`src/rtl/clockdemux_piso.sv`:
```
// rtl/clockdemux_piso.sv - byte serializer with divided bit clock and one-byte holding buffer
// Optional CLOCKDEMUX_PISO_FRAME_SYNC_EN adds frame_sync, high during bit 0 of each frame.
module clockdemux_piso #(
  parameter int DIV = 4
) (
  input  logic       clk,
  input  logic       rst_n,
  input  logic [7:0] paralelo_in,
  input  logic       load_valid,
  output logic       load_ready,
  output logic       saida,
  output logic       linha,
`ifdef CLOCKDEMUX_PISO_FRAME_SYNC_EN
  output logic       busy,
  output logic       frame_sync
`else
  output logic       busy
`endif
);

  localparam int CW = $clog2(DIV);

  typedef enum logic {
    IDLE = 1'b0,
    SEND = 1'b1
  } state_t;

  state_t        state_q, state_d;
  logic [CW-1:0] cnt_q, cnt_d;
  logic [7:0]    shift_q, shift_d;
  logic [2:0]    idx_q, idx_d;
  logic [7:0]    hold_q, hold_d;
  logic          full_q, full_d;
  logic          bit_tick;
  logic          accept;
  logic          take;

  always_ff @(posedge clk or negedge rst_n) begin
    if (!rst_n) begin
      state_q <= IDLE;
      cnt_q   <= '0;
      shift_q <= '0;
      idx_q   <= '0;
      hold_q  <= '0;
      full_q  <= 1'b0;
    end else begin
      state_q <= state_d;
      cnt_q   <= cnt_d;
      shift_q <= shift_d;
      idx_q   <= idx_d;
      hold_q  <= hold_d;
      full_q  <= full_d;
    end
  end

  always_comb begin
    state_d  = state_q;
    shift_d  = shift_q;
    idx_d    = idx_q;
    hold_d   = hold_q;
    full_d   = full_q;
    bit_tick = (cnt_q == CW'(DIV - 1));
    cnt_d    = bit_tick ? '0 : cnt_q + 1'b1;
    accept   = load_valid && !full_q;
    // The holding byte only enters at a frame boundary, so frames abut with no idle bit.
    take     = bit_tick && full_q && (state_q == IDLE || idx_q == 3'd7);

    if (take) begin
      shift_d = hold_q;
      idx_d   = 3'd0;
      state_d = SEND;
      full_d  = 1'b0;
    end else if (bit_tick && state_q == SEND) begin
      if (idx_q == 3'd7) begin
        state_d = IDLE;
        idx_d   = 3'd0;
      end else begin
        shift_d = shift_q >> 1;
        idx_d   = idx_q + 3'd1;
      end
    end

    if (accept) begin
      hold_d = paralelo_in;
      full_d = 1'b1;
    end
  end

  assign load_ready = !full_q;
  assign busy       = (state_q == SEND);
  assign linha      = busy ? shift_q[0] : 1'b1;
  // Upper half of the bit period, so the rising edge lands mid-bit.
  assign saida      = (cnt_q >= CW'(DIV / 2));

`ifdef CLOCKDEMUX_PISO_FRAME_SYNC_EN
  assign frame_sync = busy && (idx_q == 3'd0);
`endif

endmodule

```
`config.mk`:
```
export PLATFORM = sky130hd
export DESIGN_NAME = clockdemux_piso
export DESIGN_NICKNAME = d
export VERILOG_FILES = /design/src/rtl/clockdemux_piso.sv
export SDC_FILE = /design/constraint.sdc
export NUM_CORES = 1
export LEC_CHECK = 0
export CORE_UTILIZATION = 35
export DETAILED_ROUTE_END_ITERATION = 7
export DONT_BUFFER_PORTS = 1
export PLACE_DENSITY_LB_ADDON = 0.15
export SLEW_MARGIN = 20
export SYNTH_ARGS = -nofsm -noshare
export SYNTH_HDL_FRONTEND = slang
export SYNTH_SLANG_ARGS = --single-unit
```
`constraint.sdc`:
```
create_clock -name clk -period 1.9 [get_ports clk]
set_clock_uncertainty 0.05 [all_clocks]
set_input_delay 0.19 -clock clk [delete_from_list [all_inputs] [get_ports clk]]
set_output_delay 0.19 -clock clk [all_outputs]
set_load 0.02 [all_outputs]
```
### Word level (Yosys, flattened, before mapping)

Cells that the tools add are included.

| word-level totals | value |
|---|---|
| bits in read-only memories | 0 |
| flip-flop bits (word level) | 23 |
| memories | 0 |
| input port bits | 11 |
| bits in latches | 0 |
| bits in writable memories | 0 |
| logic and storage cells | 37 |
| output and inout bits | 4 |

| operators by class | value |
|---|---|
| shifts and indexed selects | 0 |
| divide/modulo/power cells | 0 |
| $mul | 0 |
| multiplexer cells | 13 |
| magnitude comparators | 1 |
| reduce and logical (&&, ||, !) cells | 11 |
| $add $sub $neg | 2 |
| bitwise logic cells | 1 |
| eq/ne operators | 3 |

Operators with widths:

| operator | number |
|---|---|
| $mux W8 | 3 |
| $mux W3 | 3 |
| $mux W1 | 6 |
| $reduce_bool A2 Y1 | 3 |
| $logic_and A1 B1 Y1 | 4 |
| $reduce_and A2 Y1 | 2 |
| $add A3 B1 Y3 const B | 1 |
| $eq A3 B3 Y1 const B | 1 |
| $add A2 B1 Y2 const B | 1 |
| $eq A2 B2 Y1 const B | 1 |
| $ge A2 B2 Y1 const B | 1 |
| $mux W2 | 1 |
| $ne A2 B2 Y1 const B | 1 |
| $logic_not A1 Y1 | 1 |
| $logic_or A1 B1 Y1 | 1 |
| $not A1 Y1 | 1 |

### Logic depth before layout (Yosys ltp)

Gate-level depths: netlist (run 1).

| logic depth | value |
|---|---|
| depth in word-level cells | 5 |
| gate-level depth with buffers | 7 |
| gate-level depth less buffers | 6 |

### Worst setup path before layout (run 1)

No wires, ideal clock.

| path | value |
|---|---|
| path type | flip-flop to flip-flop |
| from | reg idx_q[0] |
| to | reg shift_q[0] |
| arrival | 1.347 ns |
| required time | 1.723 ns |
| period minus slack after synthesis | 1.524 ns |
| library setup time | 0.127 ns |
| stages on the path, launching flop included | 8 |
| path slack | 0.376 ns |
| path buffers | 1 |
| cell sequence | dfrtp_1 > ha_1 > ha_1 > nor2b_2 > o21ai_2 > buf_2 > nand2_1 > o21ai_1 |

| between the ends | value |
|---|---|
| word-level cells in the longest chain between the ends | 5 |
| elaborated cells between the ends (all ways) | 7 |
| classes of those cells | eq/ne: 2; mux: 1; reduce/logical: 4 |

Ends and longest elaborated chain:

| item | RTL line | RTL |
|---|---|---|
| start, declared | 31 | `logic [2:0] idx_q, idx_d;` |
| start signal, assigned | 50 | `idx_q <= idx_d;` |
| $eq A3 B3 Y1 * | 66, 74 |  |
| $logic_or A1 B1 Y1 | 66 | `take = bit_tick && full_q && (state_q == IDLE \|\| idx_q == 3'd7);` |
| $logic_and A1 B1 Y1 | 66 |  |
| $ne A2 B2 Y1 (no source line) or $reduce_bool A2 Y1 (tied branches) | - |  |
| $reduce_and A2 Y1 (no source line) | - |  |
| end signal, assigned | 49 | `shift_q <= shift_d;` |
| end, declared | 30 | `logic [7:0] shift_q, shift_d;` |

Mark *: on every way between the ends. The rest lies on a longest branch, timed or not.
A chain may end at the register's enable or synchronous reset.

### Worst setup path in the final report (run 1)

| path | value |
|---|---|
| from | reg cnt_q[0] |
| to | reg shift_q[0] |

| between the ends | value |
|---|---|
| word-level cells in the longest chain between the ends | 5 |
| elaborated cells between the ends (all ways) | 8 |
| classes of those cells | eq/ne: 2; mux: 1; reduce/logical: 5 |

Ends and longest elaborated chain:

| item | RTL line | RTL |
|---|---|---|
| start, declared | 29 | `logic [CW-1:0] cnt_q, cnt_d;` |
| start signal, assigned | 48 | `cnt_q <= cnt_d;` |
| $eq A2 B2 Y1 * | 62 | `bit_tick = (cnt_q == CW'(DIV - 1));` |
| $logic_and A1 B1 Y1 (2 in a row) | 66 |  |
| $ne A2 B2 Y1 (no source line) or $reduce_bool A2 Y1 (tied branches) | - |  |
| $reduce_and A2 Y1 (no source line) | - |  |

Marks and branches as above.

==> results of run 1 <==
==> stage by stage <==
stage	area [um^2]	cells	hold WS [ns]	util, %	setup slack [ns]
global route	1156	127	0.2907	45.03	0.1508
detailed placement	1023	112	-0.1551	39.86	0.3094
CTS	1151	126	0.2894	44.83	0.2799
finish	1156	127	0.2879	45.03	0.2944
floorplan	980.9	82	-0.1556	-	0.3760
global placement	1023	112	-0.1549	39.86	0.3433
==> per-layer routing <==
layer	vias up	GRT usage (%)	wire length, um
met5	-	0	0
met4	0	3.750	13
met3	2	5.191	80
met2	13	22.69	808
met1	309	17.77	744
li1	316	-	-
==> cells by family (layout without fill, tap and decap cells) <==
group	after synthesis	count (layout)	synth area share [%]
mux	10	10	11.35
compound gates	19	19	11.99
fa+ha+maj	4	4	5.102
buf+inv	5	20	2.168
simple gates	21	21	10.72
flops	23	23	58.67
==> flip-flops by register name (all words and copies together), names as in the netlist <==
register,count
hold_q,8
shift_q,8
idx_q,3
cnt_q,2
busy,1
full_q,1
==> worst reg2reg max path, stage by stage (launching register included) <==
cell,delay [ns]
dfrtp_1,0.40
ha_1,0.35
nand2_1,0.14
nor2_2,0.31
o22ai_1,0.14
o21ai_1,0.15
==> layout make-up <==
class | count | area, um^2 | share of cell area [%]
Sequential cell | 23 | 575.6 | 49.78
Timing Repair Buffer | 13 | 120.1 | 10.39
Inverter | 3 | 11.26 | 0.9740
Tap cell | 30 | 37.54 | 3.247
Clock buffer | 3 | 22.52 | 1.948
Clock inverter | 1 | 5.005 | 0.4329
Multi-Input combinational cell | 54 | 384.1 | 33.23
==> power breakdown <==
group	total, mW	internal (mW)	switching, mW
clock network	0.224	0.0787	0.145
logic	0.281	0.154	0.127
registers	0.752	0.659	0.0930
total	1.26	0.891	0.366
==> worst max path at each step <==
stage | from | to | depth (start not counted)
finish | cnt_q[0] | shift_q[0] | 5
global route | cnt_q[0] | shift_q[0] | 5
CTS | cnt_q[0] | shift_q[6] | 5
detailed placement | idx_q[0] | shift_q[7] | 5
global placement | idx_q[0] | shift_q[7] | 5
floorplan | idx_q[0] | shift_q[0] | 7
==> cells in the final DEF, fill, tap and decap left out <==
master         synthesis  routed
dfrtp_1               23      23
nand2_1               10      10
dlygate4sd3_1          0      10
o21ai_1                7       7
o22ai_1                6       6
mux2_1                 5       5
mux2_2                 4       4
ha_1                   4       4
inv_1                  3       3
nor2_1                 3       3
a22o_1                 3       3
clkbuf_4               0       3
buf_4                  0       2
or2_2                  1       1
nand2b_1               1       1
nand2_2                1       1
nor2b_2                1       1
nor2_4                 1       1
o21ai_2                1       1
nand3_1                1       1
a21oi_1                1       1
nor2b_1                1       1
nor2_2                 1       1
mux2i_1                1       1
o21ai_0                1       1
clkinv_2               0       1
buf_2                  2       1
==> what timing repair did <==
action / 4_1_cts / 5_1_grt
endpoints found under the hold margin: 32 / 23
endpoints found under the setup margin: 0 / 0
hold buffers: 10 / 1
==> flow_metrics.py, run 1 <==
metrics = {
    "critical_path": {
        "r2r_end": "shift_q[0]",
        "worstSetupStartpointType": "register",
        "critPathMaxStageDelay_ns": 0.40,
        "crit_slowest_cell": "dfrtp_1",
        "reg2regPathDepth": 5,
        "crit_type": "register to register",
        "cp_cell_sequence": "ha_1 > nand2_1 > nor2_2 > o22ai_1 > o21ai_1",
        "reg2reg_slack_ns": 0.29,
        "reg2reg_from": "cnt_q[0]",
        "critical_path_arrival_ns": 1.80,
        "crit_family": "simple AND/OR/NAND/NOR gates",
        "cp.required_ns": 2.09,
        "end_kind": "register",
        "path_max_fanout": 8,
        "critical_path_buf_inv_count": 0,
    },
    "clocking": {
        "numCtsBuffers": 3,
        "clock_path_buffers": 2,
        "path_clk_slew_ns": 0.12,
        "clockRootBuffer": "clkbuf_4",
        "worstSkewPairLatency_ns": 0.31,
        "cts.sinks": 23,
        "cts_htree_levels": 1,
        "cts_resized": 0,
        "cts_setup_buffers": 0,
        "cts_tree": "built",
    },
    "yosys": {
        "ys_seq_elements": 23,
        "synth_enable_flop_cells": 0,
        "yosys.area.top_type": "dfrtp_1",
        "synth.most_common_cell": "dfrtp_1",
        "syn_avg_cell_area_um2": 11.96,
        "syn_nets": 97,
        "async_flop_share_pct": 100.0,
        "yosysTopAreaCellShare_pct": 58.67,
        "synthFlopType": "dfrtp_1",
        "synthTopCellsByArea": "dfrtp_1 59%, mux2_1 5.7%, ha_1 5.1%, mux2_2 4.6%, nand2_1 3.8%",
        "ys_seq_area_share_pct": 58.67,
        "synthCells": 82,
        "synth_cell_types": 23,
        "yosysWarnings": 0,
        "synth_top_cells_by_count": "23 x dfrtp_1, 10 x nand2_1, 7 x o21ai_1",
        "syn-cell-area_um2": 980.9,
    },
    "die": {
        "die_x_um": 54.94,
        "initial_core_util_pct": 38.21,
        "io_pins": 15,
        "dieArea_um2": 3018,
        "core-area_um2": 2567,
        "fp-row-count": 18,
        "dieHeight_um": 54.94,
    },
    "layout": {
        "fillers": 259,
        "antenna-diode-count": 0,
        "nNetsFinal": 113,
        "area_growth_pct": 17.86,
        "drive_above_1_share_pct": 17.53,
    },
    "global_route": {
        "grt_pass1_vias": 599,
        "grt_overflow": 0,
        "antenna_found_initial": 0,
        "grt_pass1_wl_mm": 2.808,
        "grt_use_total_pct": 14.08,
        "grt_max_degree": 24,
    },
    "routing": {
        "vias": 640,
        "ant_nets": 0,
        "drtPass1Iterations": 4,
        "wl_per_cell_um": 12.97,
        "drc": 0,
        "initialDrtViolationCount": 5,
        "wirelength_mm": 1.647,
        "via_per_inst": 5.039,
    },
    "min_path": {
        "min_delay_path_depth": 3,
        "hold_path_class": "primary input to register",
        "hold_end": "hold_q[1]",
        "min_from": "load_valid",
    },
    "timing": {
        "setup_tns_ns": 0,
        "hold_viol": 0,
        "grt_setup_unrepaired": "no",
        "finalCriticalPeriod_ns": 1.606,
        "relSlewSlack_pct": 63.37,
        "fin_crit_sh_pct": 84.50,
        "setup_viol": 0,
        "fmax_mhz": 622.8,
        "slew_violations": 0,
        "tightestPinTransition_ns": 0.5494,
    },
    "pwr": {
        "leakage_nw": 0.5115,
        "power_mw": 1.257,
        "vdd_drop_max_uv": 648.4,
        "p_per_area_nw_per_um2": 1087,
    },
    "placement": {
        "dpl.hpwl_mm": 1.130,
        "gp_congestion": 0.7578,
        "numPortBuffers": 0,
    },
    "job": {
        "maxCapViolCount": 0,
    },
    "status": {
        "status": "finished, final reports clean",
    },
}
Power figures use the tool's default switching activity.
==> inputs of run 2 (changes only) <==
==> constraint.sdc (replaced) <==
create_clock -name clk -period 1.48 [get_ports clk]
set_clock_uncertainty 0.05 [all_clocks]
set_input_delay 0.148 -clock clk [delete_from_list [all_inputs] [get_ports clk]]
set_output_delay 0.148 -clock clk [all_outputs]
set_load 0.02 [all_outputs]
==> flow_metrics.py, run 2 (same netlist as run 1, synthesis figures left out) <==
metrics = {
    "pwr": {
        "p_per_area_nw_per_um2": 1370,
        "power_mw": 1.704,
        "leakage_nw": 0.5572,
        "vdd_drop_max_uv": 880.6,
    },
    "routing": {
        "wirelength_mm": 1.746,
        "initialDrtViolationCount": 7,
        "drtPass1Iterations": 4,
        "via_per_inst": 5.015,
        "vias": 667,
        "ant_nets": 0,
        "wl_per_cell_um": 13.13,
        "drc": 0,
    },
    "timing": {
        "setup_viol": 0,
        "setup_ws_ns": 0.005530,
        "fmax_mhz": 678.2,
        "hold_viol": 0,
        "finalCriticalPeriod_ns": 1.474,
        "slew_violations": 0,
        "fin_crit_sh_pct": 99.63,
        "grt_setup_unrepaired": "yes",
        "tightestPinTransition_ns": 0.5040,
        "relSlewSlack_pct": 66.40,
        "setup_tns_ns": 0,
    },
    "global_route": {
        "grt_pass1_wl_mm": 2.766,
        "antenna_found_initial": 0,
        "grt_overflow": 0,
        "grt_use_total_pct": 13.66,
        "grt_max_degree": 24,
        "grt_pass1_vias": 612,
    },
    "clocking": {
        "path_clk_slew_ns": 0.12,
        "cts_setup_buffers": 0,
        "cts.sinks": 23,
        "clock_path_buffers": 2,
        "cts_htree_levels": 1,
        "cts_tree": "built",
        "numCtsBuffers": 3,
        "worstSkewPairLatency_ns": 0.30,
        "clockRootBuffer": "clkbuf_4",
    },
    "layout": {
        "top_regs": "hold_q (8), shift_q (8), idx_q (3)",
        "antenna-diode-count": 0,
        "final_cell_mix": "23 x dfrtp_1, 10 x nand2_1, 10 x dlygate4sd3_1",
        "ff_latch_area_um2": 575.6,
        "nNetsFinal": 119,
        "fin_util_pct": 48.44,
        "final_common_cell": "dfrtp_1",
        "fillers": 260,
        "drive_above_1_share_pct": 26.21,
        "multi_input_area_um2": 435.4,
        "area_growth_pct": 26.79,
    },
    "critical_path": {
        "critPathMaxStageDelay_ns": 0.41,
        "critical_path_arrival_ns": 1.63,
        "crit_slowest_cell": "dfrtp_1",
        "cp_cell_sequence": "ha_2 > ha_4 > nor2b_4 > o21ai_4 > a22o_1",
        "worstSetupStartpointType": "register",
        "critical_path_buf_inv_count": 0,
        "cp.required_ns": 1.63,
        "end_kind": "register",
        "crit_type": "register to register",
        "path_max_fanout": 15,
        "crit_family": "flip-flops",
    },
    "die": {
        "initial_core_util_pct": 38.21,
        "dieHeight_um": 54.94,
        "fp-row-count": 18,
        "core-area_um2": 2567,
        "dieArea_um2": 3018,
        "io_pins": 15,
        "die_x_um": 54.94,
    },
    "job": {
        "maxCapViolCount": 0,
    },
    "placement": {
        "gp_congestion": 0.8159,
        "dp_slack_ns": -0.09623,
        "dpl.hpwl_mm": 1.161,
        "numPortBuffers": 0,
    },
    "status": {
        "status": "finished, final reports clean",
    },
    "min_path": {
        "hold_path_class": "primary input to register",
    },
}
## run 2: changes by cell type in the layout (fill, tap and decap cells not counted), sizes merged
cell,delta
clkbuf,+1
clkinv,-1
buf,+5
nor2,+1
## run 2: per-stage QoR
step	cells	hold slack (ns)	cell area, um^2
finish	133	0.2678	1244
global placement	117	-0.1970	1069
CTS	131	0.2585	1215
detailed placement	117	-0.1970	1069
floorplan	82	-0.1976	991.0
global route	133	0.2642	1244
## run 2: where the power goes
group	internal (mW)	leakage (nW)	switching [mW]
combinational	0.247	0.270	0.190
clock	0.105	0.0150	0.179
sequential	0.846	0.272	0.137
## run 2: final cells by class
type | instances | area share [%]
multi-input cells | 55 | 35.01
clock buffers | 4 | 2.113
inverters | 3 | 0.9054
repair buffers | 18 | 12.68
well taps | 30 | 3.018
flip-flops and latches | 23 | 46.28
## run 2: what timing repair did
action | 4_1_cts | 5_1_grt
pin swaps | 1 | 2
resized for setup | 3 | 4
setup endpoints to repair | 9 | 10
hold endpoints to repair | 32 | 23
cloned | 0 | 1
hold buffers | 10 | 1
## run 2: tightest hold or removal path: stages
cell and delay [ns]:
nor2b_1 0.10, buf_4 0.20, mux2_1 0.15
## run 2: worst paths after layout
kind	slack, ns	cells past startpoint	from	end
setup / recovery	0.006	5	idx_q[0]	shift_q[7]
hold / removal	0.27	3	load_valid	hold_q[4]
setup reg to reg	0.006	5	idx_q[0]	shift_q[7]
hold reg to reg	0.41	1	cnt_q[0]	cnt_q[0]
max in group asynchronous	0.76	2	rst_n	shift_q[6]
min in group asynchronous	0.28	2	rst_n	hold_q[1]
## run 2: metal layers
| layer | routed length (um) | track usage [%] |
|---|---|---|
| met4 | 27 | 7.500 |
| met3 | 69 | 3.279 |
| met5 | 0 | 0 |
| met2 | 776 | 20.88 |
| met1 | 872 | 17.71 |
==> inputs of run 3 (changes only) <==
==> constraint.sdc (replaced) <==
create_clock -name clk -period 1.7 [get_ports clk]
set_clock_uncertainty 0.05 [all_clocks]
set_input_delay 0.255 -clock clk [delete_from_list [all_inputs] [get_ports clk]]
set_output_delay 0.255 -clock clk [all_outputs]
set_load 0.02 [all_outputs]
==> flow_metrics.py, run 3 (same netlist as run 1, synthesis figures left out) <==
metrics = {
    "status": {
        "status": "finished, final reports clean",
    },
    "routing": {
        "initialDrtViolationCount": 5,
        "wl_per_cell_um": 13.20,
        "drtPass1Iterations": 4,
        "via_per_inst": 5.074,
        "wirelength_mm": 1.610,
        "ant_nets": 0,
        "drc": 0,
        "vias": 619,
    },
    "timing": {
        "relSlewSlack_pct": 66.19,
        "setup_viol": 0,
        "tightestPinTransition_ns": 0.5071,
        "setup_ws_ns": 0.1115,
        "setup_tns_ns": 0,
        "holdWs_ns": 0.01501,
        "hold_viol": 0,
        "fmax_mhz": 629.5,
        "grt_setup_unrepaired": "no",
        "finalCriticalPeriod_ns": 1.589,
        "fin_crit_sh_pct": 93.44,
        "slew_violations": 0,
    },
    "placement": {
        "dp_slack_ns": 0.1167,
        "placed_area_um2": 1031,
        "dpl.hpwl_mm": 1.133,
        "numPortBuffers": 0,
        "gp_congestion": 0.8198,
    },
    "layout": {
        "final_design_area_no_fill_um2": 1111,
        "final_common_cell": "dfrtp_1",
        "antenna-diode-count": 0,
        "drive_above_1_share_pct": 19.57,
        "nNetsFinal": 108,
        "final_cell_mix": "23 x dfrtp_1, 10 x nand2_1, 7 x o21ai_1",
        "top_regs": "hold_q (8), shift_q (8), idx_q (3)",
        "area_growth_pct": 13.27,
    },
    "die": {
        "dieHeight_um": 54.94,
        "dieArea_um2": 3018,
        "io_pins": 15,
        "die_x_um": 54.94,
        "fp-row-count": 18,
        "core-area_um2": 2567,
        "initial_core_util_pct": 38.21,
    },
    "clocking": {
        "cts.sinks": 23,
        "worstSkewPairLatency_ns": 0.31,
        "clockRootBuffer": "clkbuf_4",
        "clock_path_buffers": 2,
        "numCtsBuffers": 3,
        "cts_htree_levels": 1,
        "cts_tree": "built",
        "cts_setup_buffers": 0,
        "path_clk_slew_ns": 0.12,
    },
    "pwr": {
        "vdd_drop_max_uv": 625.1,
        "leakage_nw": 0.4931,
        "power_switching_share_pct": 29.49,
        "pwr-share-comb_pct": 22.1,
        "p_per_area_nw_per_um2": 1261,
        "p_seq_share_pct": 60.2,
        "p_sw_uw": 413.2,
        "p_int_uw": 988.0,
        "clockPowerShare_pct": 17.7,
    },
    "global_route": {
        "grt_max_degree": 24,
        "grt_use_total_pct": 12.79,
        "grt_pass1_wl_mm": 2.594,
        "antenna_found_initial": 0,
        "grt_pass1_vias": 584,
        "grt_overflow": 0,
    },
    "critical_path": {
        "path_max_fanout": 3,
        "critPathMaxStageDelay_ns": 0.40,
        "cp.required_ns": 1.39,
        "crit_type": "register to primary output",
        "end_kind": "primary output",
        "critical_path_arrival_ns": 1.28,
        "crit_slowest_cell": "dfrtp_1",
        "worstSetupStartpointType": "register",
        "cp_cell_sequence": "inv_1 > ha_1 > or2_2",
    },
    "job": {
        "maxCapViolCount": 0,
    },
    "min_path": {
        "hold_path_class": "primary input to register",
    },
}
run 3: cell count changes in the layout (fill, tap and decap cells not counted), moves of 2 or more:
cell           delta
dlygate4sd3_1     -6
ha_2              -2
o22ai_1           +2
o22ai_2           -2
ha_1              +3
buf_4             -4
run 3: area by class of cell:
| type | count | area (um^2) |
|---|---|---|
| flip-flops and latches | 23 | 575.6 |
| clock buffers | 3 | 22.52 |
| multi-input cells | 54 | 391.6 |
| well taps | 30 | 37.54 |
| repair buffers | 8 | 67.56 |
| clock inverters | 1 | 5.005 |
| fillers | 269 | 1456 |
| inverters | 3 | 11.26 |
run 3: worst paths after layout:
path,from,endpoint,slack [ns],cells past startpoint
hold / removal,load_valid,full_q,0.02,2
max in group asynchronous,rst_n,shift_q[7],0.88,2
setup / recovery,cnt_q[0],saida,0.11,3
min in group asynchronous,rst_n,hold_q[1],0.38,2
setup reg to reg,idx_q[0],shift_q[0],0.12,6
hold reg to reg,cnt_q[0],cnt_q[0],0.42,1
run 3: repair_timing:
item,CTS,global route
hold endpoints to repair,23,26
hold buffers,1,4
gates resized for setup,0,1
endpoints found under the setup margin,0,1
run 3: stage by stage:
step           power (mW)  instances  utilization [%]
3_3_place_gp        1.136        113            40.16
4_1_cts             1.418        118            41.62
2_1_floorplan       1.080         82                -
3_5_place_dp        1.148        113            40.16
5_1_grt             1.513        122            43.27
6_report            1.401        122            43.27
run 3: power groups by stage:
stage               sequential (mW)  clock, mW  combinational, mW
detailed placement            0.857          0              0.291
global route                  0.867      0.289              0.357
floorplan                     0.818          0              0.262
CTS                           0.845      0.267              0.306
finish                        0.843      0.249              0.309
global placement              0.851          0              0.285
run 3: layer usage:
layer	share of wire, %	track usage [%]	vias to the layer above	wire (um)
li1	-	-	308	-
met1	46	14.93	297	748
met2	48	21.08	12	775
met3	4.6	5.738	2	74
met4	0.81	3.750	0	13
met5	0	0	-	0
run 3: critical path: cells and delay by family (launching register included):
family / cells / cell delay [ns]
adder cells (fa/ha/maj): 1 / 0.18
buffers and inverters: 1 / 0.05
flip-flops: 1 / 0.40
AND/OR/NAND/NOR: 1 / 0.35
